[src/rtl/column_scheduler.sv]
// Launch/respawn/tick sequencer for the three falling-letter columns.
// Every output is a register holding the value for the cycle it is visible in.
`timescale 1ns/1ps

module column_scheduler #(
  parameter int unsigned NUM_COLS       = 3,
  parameter int unsigned STAGGER_CYCLES = 25_000_000,
  parameter int unsigned BASE_PERIOD    = 50_000_000,
  parameter int unsigned MIN_PERIOD     = 10_000_000,
  parameter int unsigned PERIOD_STEP    = 2_000_000,
  parameter int unsigned SCORE_STEP     = 4
) (
  input  logic                clock,
  input  logic                reset,
  input  logic                game_start,
  input  logic                game_over_in,
  input  logic [NUM_COLS-1:0] respawn_req,
  input  logic [7:0]          score,
  output logic [NUM_COLS-1:0] col_reset,
  output logic [NUM_COLS-1:0] fall_tick,
  output logic                running,
  output logic [31:0]         fall_period
);

  localparam int unsigned IDX_W = (NUM_COLS > 1) ? $clog2(NUM_COLS) : 1;
  localparam int unsigned STG_W = (STAGGER_CYCLES > 1) ? $clog2(STAGGER_CYCLES) : 1;

  localparam logic [IDX_W-1:0]    LAST_IDX = IDX_W'(NUM_COLS - 1);
  localparam logic [STG_W-1:0]    STG_LAST = STG_W'(STAGGER_CYCLES - 1);
  localparam logic [NUM_COLS-1:0] ONE_COL  = NUM_COLS'(1);
  localparam logic [31:0]         BASE_P   = 32'(BASE_PERIOD);
  localparam logic [31:0]         MIN_P    = 32'(MIN_PERIOD);
  localparam logic [31:0]         SPAN     = 32'(BASE_PERIOD - MIN_PERIOD);

  typedef enum logic [1:0] {IDLE, LAUNCH, RUN, HALT} state_t;

  state_t state_q, state_d;

  logic [NUM_COLS-1:0] active_q,  active_d;
  logic [NUM_COLS-1:0] pending_q, pending_d;
  logic [31:0]         tick_q,    tick_d;
  logic [STG_W-1:0]    stagger_q, stagger_d;
  logic [IDX_W-1:0]    idx_q,     idx_d;
  logic [31:0]         period_d;

  logic [NUM_COLS-1:0] col_reset_d, fall_tick_d;
  logic                running_d;

  logic                in_play, wrap, launch_slot;
  logic [7:0]          lvl;
  logic [31:0]         red, target;

  assign in_play     = (state_q == LAUNCH) || (state_q == RUN);
  assign wrap        = (tick_q == fall_period - 32'd1);
  assign launch_slot = (state_q == LAUNCH) && (stagger_q == '0);

  // Saturating difficulty ramp; only sampled on a wrap cycle.
  assign lvl    = score / 8'(SCORE_STEP);
  assign red    = 32'(lvl) * 32'(PERIOD_STEP);
  assign target = (red >= SPAN) ? MIN_P : BASE_P - red;

  // ---------------------------------------------------------------------------
  // FSM: state register
  // ---------------------------------------------------------------------------
  // NOTE: sequential state uses non-blocking assignments so every register
  // samples pre-edge values regardless of process ordering.
  always_ff @(posedge clock) begin
    if (reset) state_q <= IDLE;
    else       state_q <= state_d;
  end

  // ---------------------------------------------------------------------------
  // FSM: next-state logic
  // ---------------------------------------------------------------------------
  // NOTE: every comb output gets a default first, so no path infers a latch.
  always_comb begin
    state_d = state_q;
    if (game_start) begin
      state_d = LAUNCH;
    end else begin
      case (state_q)
        LAUNCH: begin
          if (game_over_in)                          state_d = HALT;
          else if (launch_slot && idx_q == LAST_IDX) state_d = RUN;
        end
        RUN:     if (game_over_in) state_d = HALT;
        default: state_d = state_q;
      endcase
    end
  end

  // ---------------------------------------------------------------------------
  // Datapath next values: column bookkeeping and counters
  // ---------------------------------------------------------------------------
  always_comb begin
    active_d  = active_q;
    pending_d = pending_q;
    tick_d    = tick_q;
    stagger_d = stagger_q;
    idx_d     = idx_q;
    period_d  = fall_period;

    if (game_start) begin
      active_d  = '0;
      pending_d = '0;
      tick_d    = '0;
      stagger_d = '0;
      idx_d     = '0;
      period_d  = BASE_P;
    end else if (in_play) begin
      // col_reset is the pulse visible this cycle; its column goes live next cycle
      active_d = active_q | col_reset;
      if (game_over_in)
        pending_d = '0;
      else
        pending_d = (pending_q | (respawn_req & active_q)) & ~col_reset;

      if (wrap) begin
        tick_d   = '0;
        period_d = target;
      end else begin
        tick_d = tick_q + 32'd1;
      end

      if (state_q == LAUNCH && !game_over_in) begin
        stagger_d = (stagger_q == STG_LAST) ? '0 : stagger_q + STG_W'(1);
        if (launch_slot && idx_q != LAST_IDX) idx_d = idx_q + IDX_W'(1);
      end
    end else if (state_q == HALT) begin
      pending_d = '0;
    end
  end

  // ---------------------------------------------------------------------------
  // FSM: output logic, evaluated on the values of the cycle being entered
  // ---------------------------------------------------------------------------
  always_comb begin
    col_reset_d = '0;
    fall_tick_d = '0;
    running_d   = (state_d == LAUNCH) || (state_d == RUN);
    if (running_d) begin
      if (state_d == LAUNCH && stagger_d == '0)
        col_reset_d = ONE_COL << idx_d;
      else
        col_reset_d = pending_d & (~pending_d + ONE_COL);
      if (tick_d == period_d - 32'd1)
        fall_tick_d = active_d & ~pending_d;
    end
  end

  always_ff @(posedge clock) begin
    if (reset) begin
      active_q    <= '0;
      pending_q   <= '0;
      tick_q      <= '0;
      stagger_q   <= '0;
      idx_q       <= '0;
      fall_period <= BASE_P;
      col_reset   <= '0;
      fall_tick   <= '0;
      running     <= 1'b0;
    end else begin
      active_q    <= active_d;
      pending_q   <= pending_d;
      tick_q      <= tick_d;
      stagger_q   <= stagger_d;
      idx_q       <= idx_d;
      fall_period <= period_d;
      col_reset   <= col_reset_d;
      fall_tick   <= fall_tick_d;
      running     <= running_d;
    end
  end

  a_one_reset: assert property (@(posedge clock) disable iff (reset) $onehot0(col_reset));
  a_no_pending_tick: assert property (@(posedge clock) disable iff (reset)
                                      (fall_tick & pending_q) == '0);

endmodule
[config.mk]
export PLATFORM = sky130hd
export DESIGN_NAME = column_scheduler
export DESIGN_NICKNAME = d
export VERILOG_FILES = /design/src/rtl/column_scheduler.sv
export SDC_FILE = /design/constraint.sdc
export NUM_CORES = 1
export LEC_CHECK = 0
export ABC_AREA = 1
export BUFFER_PORTS_ARGS = -buffer_cell sky130_fd_sc_hd__buf_2
export CAP_MARGIN = 40
export CORE_UTILIZATION = 55
export DETAILED_ROUTE_END_ITERATION = 10
export PLACE_DENSITY = 0.78
export SETUP_SLACK_MARGIN = 0.4
export SYNTH_ARGS = -nofsm -noshare
export SYNTH_HDL_FRONTEND = slang
export SYNTH_SLANG_ARGS = --single-unit
[constraint.sdc]
create_clock -name clock -period 15.45 [get_ports clock]
set_clock_uncertainty 0.1 [all_clocks]
set_input_delay 1.545 -clock clock [delete_from_list [all_inputs] [get_ports clock]]
set_output_delay 1.545 -clock clock [all_outputs]
set_load 0.02 [all_outputs]
==> reports/summary.md <==
* complete, no violations — result of the run
* 26450 um — post-DP HPWL
* 0% — async set-reset flop share out of synthesis
* 51.82% — worst relative slew slack
* 66.86 mW/mm^2 — power density over the cells
* 986 — DRT iter0 DRCs
* no — unrepaired setup endpoints after global routing
* 0.36 ns — source-to-sink clock delay at the later pin of the worst-skew pair
* 0 — Antenna Cells
* 0.54 ns — largest stage delay on the critical path
* 0 — post_cts resized
* 0 — total overflow reported by the global router
* 5.442 — via-per-instance ratio
* 0.01946 sq mm — Core ar.
* 142.9 um — die width
* 60.19% — core occupancy in the finished layout
* 1893 — gate count of the mapped netlist
* 0.7127 ns — slew of the pin with the lowest slew margin
* 0 — hold violation total from the final report
* 0.05253 mV — IR drop worst, VDD
* 19.44% — share of synthesized area occupied by flip-flops and latches
* 11.95k — vias
* 0 — number of max-cap violations
* 43.79% — Tcrit/Tclk final
* 33170 um — wirelength, routed
* 0.9608 — routability congestion estimate from global placement
* 0 — final setup fails
* built — CTS tree
* 54170 um — global-route wire length before repair
* nand2_1 — most repeated library cell on the critical path
* 0 ns — final sum of negative setup slack
* 147.8 MHz — Max Fclk
* 1999 — number of nets in the layout
* 0.01092 sq mm — synthesized area
* 57.17% — met2 demand-to-capacity share in global routing
* 3 — H-tree lvl count
* 0 — post-CTS repair timing setup buffer count
* dfxtp_1 — most frequently used flop master after synthesis
* register to register — Hold Path Class
* 5 — count of TritonRoute iterations in the first routing pass
* input port — CP Launch Type
* 8.350 ns — Post-Place Setup Slack
* 44.51% — GRT met1 Usage
* 142.9 um — overall die height
* 56.09% — initial core utilization
* clkbuf_16 — cell at the root of the clock tree
* 0 — YS warnings
* 0.09 ns — clock transition time at the flip-flop clock pins of the worst setup and hold paths
* 106 — clock sink count
* 9 — clock buffer count from CTS
* 6.765 ns — time the final worst path needs with I/O delays and setup
* register — Worst Setup End Kind
* 0 — Antenna Nets Post-Route
* 51 — count of buffers from port buffering
* 0 — Hold Buf Count CTS
* 33.84% — GRT Util Overall
* fa_1 — Crit-path slowest cell
* input port to register — classification of the worst setup path
* 58 — pin count of the biggest net entering global routing
* 0 — antenna violations before repair
* 7.312% — area delta synth->final
* 0 — max-slew violation count
* 0.005724 uW — LEAKAGE
* 3.320% — met3 GRT Util
* 1964 — Filler Cell Count
* 5.767 sq um — Avg Inst Size Synth
* 15.62 ns — data required time of the worst path
* met2 — GRT busiest layer
* 0.02042 sq mm — die area
* 0 — DRC viols
* 51 — number of placement rows
* 0 — EDFF count, synth
* 9 — critical-path maximum fanout
* 8.907% — fraction of final layout cells with drive strength greater than 1
* 8.685 ns — min setup slack post-route
* 106 — number of register bits inferred by synthesis
* 0.4323 ns — Fin Hold WS
* 51 — number of unique standard cell types used by synthesis
* 1966 — net count after synthesis
* 15.10 um — WL per Instance
* 2 — buffer levels on the longest clock path
* 11.04k — vias in the first global route
* 6.94 ns — data arrival time of the critical path
* 54 — I/O pin cnt
placed cells by master (no fill, tap or decap), drive strengths merged, types with 10 or more instances in the layout:
cell type,Yosys,layout
nor3,49,49
xor2,42,42
clkbuf,21,10
nor2,320,320
ha,48,48
xnor2,22,22
fa,10,10
nand3,181,181
a21oi,30,30
nand4,47,47
dfxtp,106,106
inv,286,288
nand3b,21,21
nand2,579,579
nor4,17,17
o21ai,44,44
or2,12,12
buf,15,57
layout make-up:
class                   count  area (sq um)  share of cell area (%)
inverters                 288          1081                   9.228
clock buffers              10         239.0                   2.040
well taps                 265         331.6                   2.830
flip-flops and latches    106          2122                   18.11
clock inverters             6         85.08                  0.7263
multi-input cells        1463          7538                   64.35
repair buffers             58         317.8                   2.713
registers in the layout (all words and copies together), names as in the netlist:
name / count
idx_q: 2
pending_q: 3
running: 1
fall_tick: 3
stagger_q: 25
tick_q: 32
col_reset: 3
active_q: 3
state_q: 2
fall_period: 32
stage by stage:
step           area, sq um  power, uW  instances
3_3_place_gp         11370      530.6       2178
5_1_grt              11720      828.5       2196
2_1_floorplan        10920      473.6       1893
3_5_place_dp         11390      535.1       2180
6_report             11720      783.2       2196
4_1_cts              11720      784.0       2196
critical path, delay by kind of cell:
| family | cells | cell delay (ns) |
|---|---|---|
| buffers and inverters | 5 | 0.71 |
| and+or+nand+nor | 23 | 2.97 |
| adders and majority gates | 4 | 1.68 |
metal layers:
| layer | vias up | share of wire (%) |
|---|---|---|
| met5 | - | 0 |
| met4 | 0 | 3.2 |
| met3 | 64 | 6.8 |
| met2 | 427 | 45 |
| met1 | 5396 | 45 |
| li1 | 6064 | - |
cell usage after synthesis, types with 3 or more instances:
master	number	area, sq um
a31oi_1	4	25.02
nand4_1	47	294.0
o211ai_1	6	45.04
nand3_2	10	100.1
inv_1	277	1040
buf_2	8	40.04
nand3_1	170	850.8
dfxtp_1	106	2122
o31ai_1	6	45.04
xor2_1	42	367.9
nor2_2	24	150.1
nand2_2	18	112.6
o21ai_1	4	20.02
nor3_1	48	240.2
o21ai_0	39	195.2
nor2_4	12	135.1
clkbuf_1	21	78.83
a21oi_1	26	130.1
or2_2	12	75.07
nor2_1	283	1062
ha_1	48	600.6
o21bai_1	7	52.55
nand3b_1	20	150.1
inv_2	9	33.78
a21oi_2	4	35.03
buf_6	3	33.78
xnor2_1	22	192.7
and3_1	3	18.77
nand2_1	559	2098
fa_1	10	200.2
nor4_1	17	106.4
power breakdown:
part / leakage (uW) / internal, uW / switching (uW)
registers: 0.000856 / 276 / 3.44
logic: 0.00471 / 78.2 / 175
clock network: 0.000155 / 134 / 116
kinds of logic (layout without fill, tap and decap cells):
| logic type | Yosys count | count (layout) | synth area share (%) |
|---|---|---|---|
| flops | 106 | 106 | 19.44 |
| buf+inv | 324 | 362 | 11.51 |
| xor+xnor | 65 | 65 | 5.352 |
| compound gates | 107 | 107 | 5.880 |
| simple gates | 1233 | 1233 | 50.49 |
| fa+ha+maj | 58 | 58 | 7.335 |
final timing paths:
kind	start	endpoint	slack, ns	cells past startpoint
setup / recovery	score[3]	fall_tick[0]	8.69	32
hold / removal	fall_period[1]	fall_period[1]	0.43	2
setup reg to reg	fall_period[0]	fall_tick[0]	9.62	30
hold reg to reg	fall_period[1]	fall_period[1]	0.43	2
No activity file was read; power rests on OpenSTA's default activity.
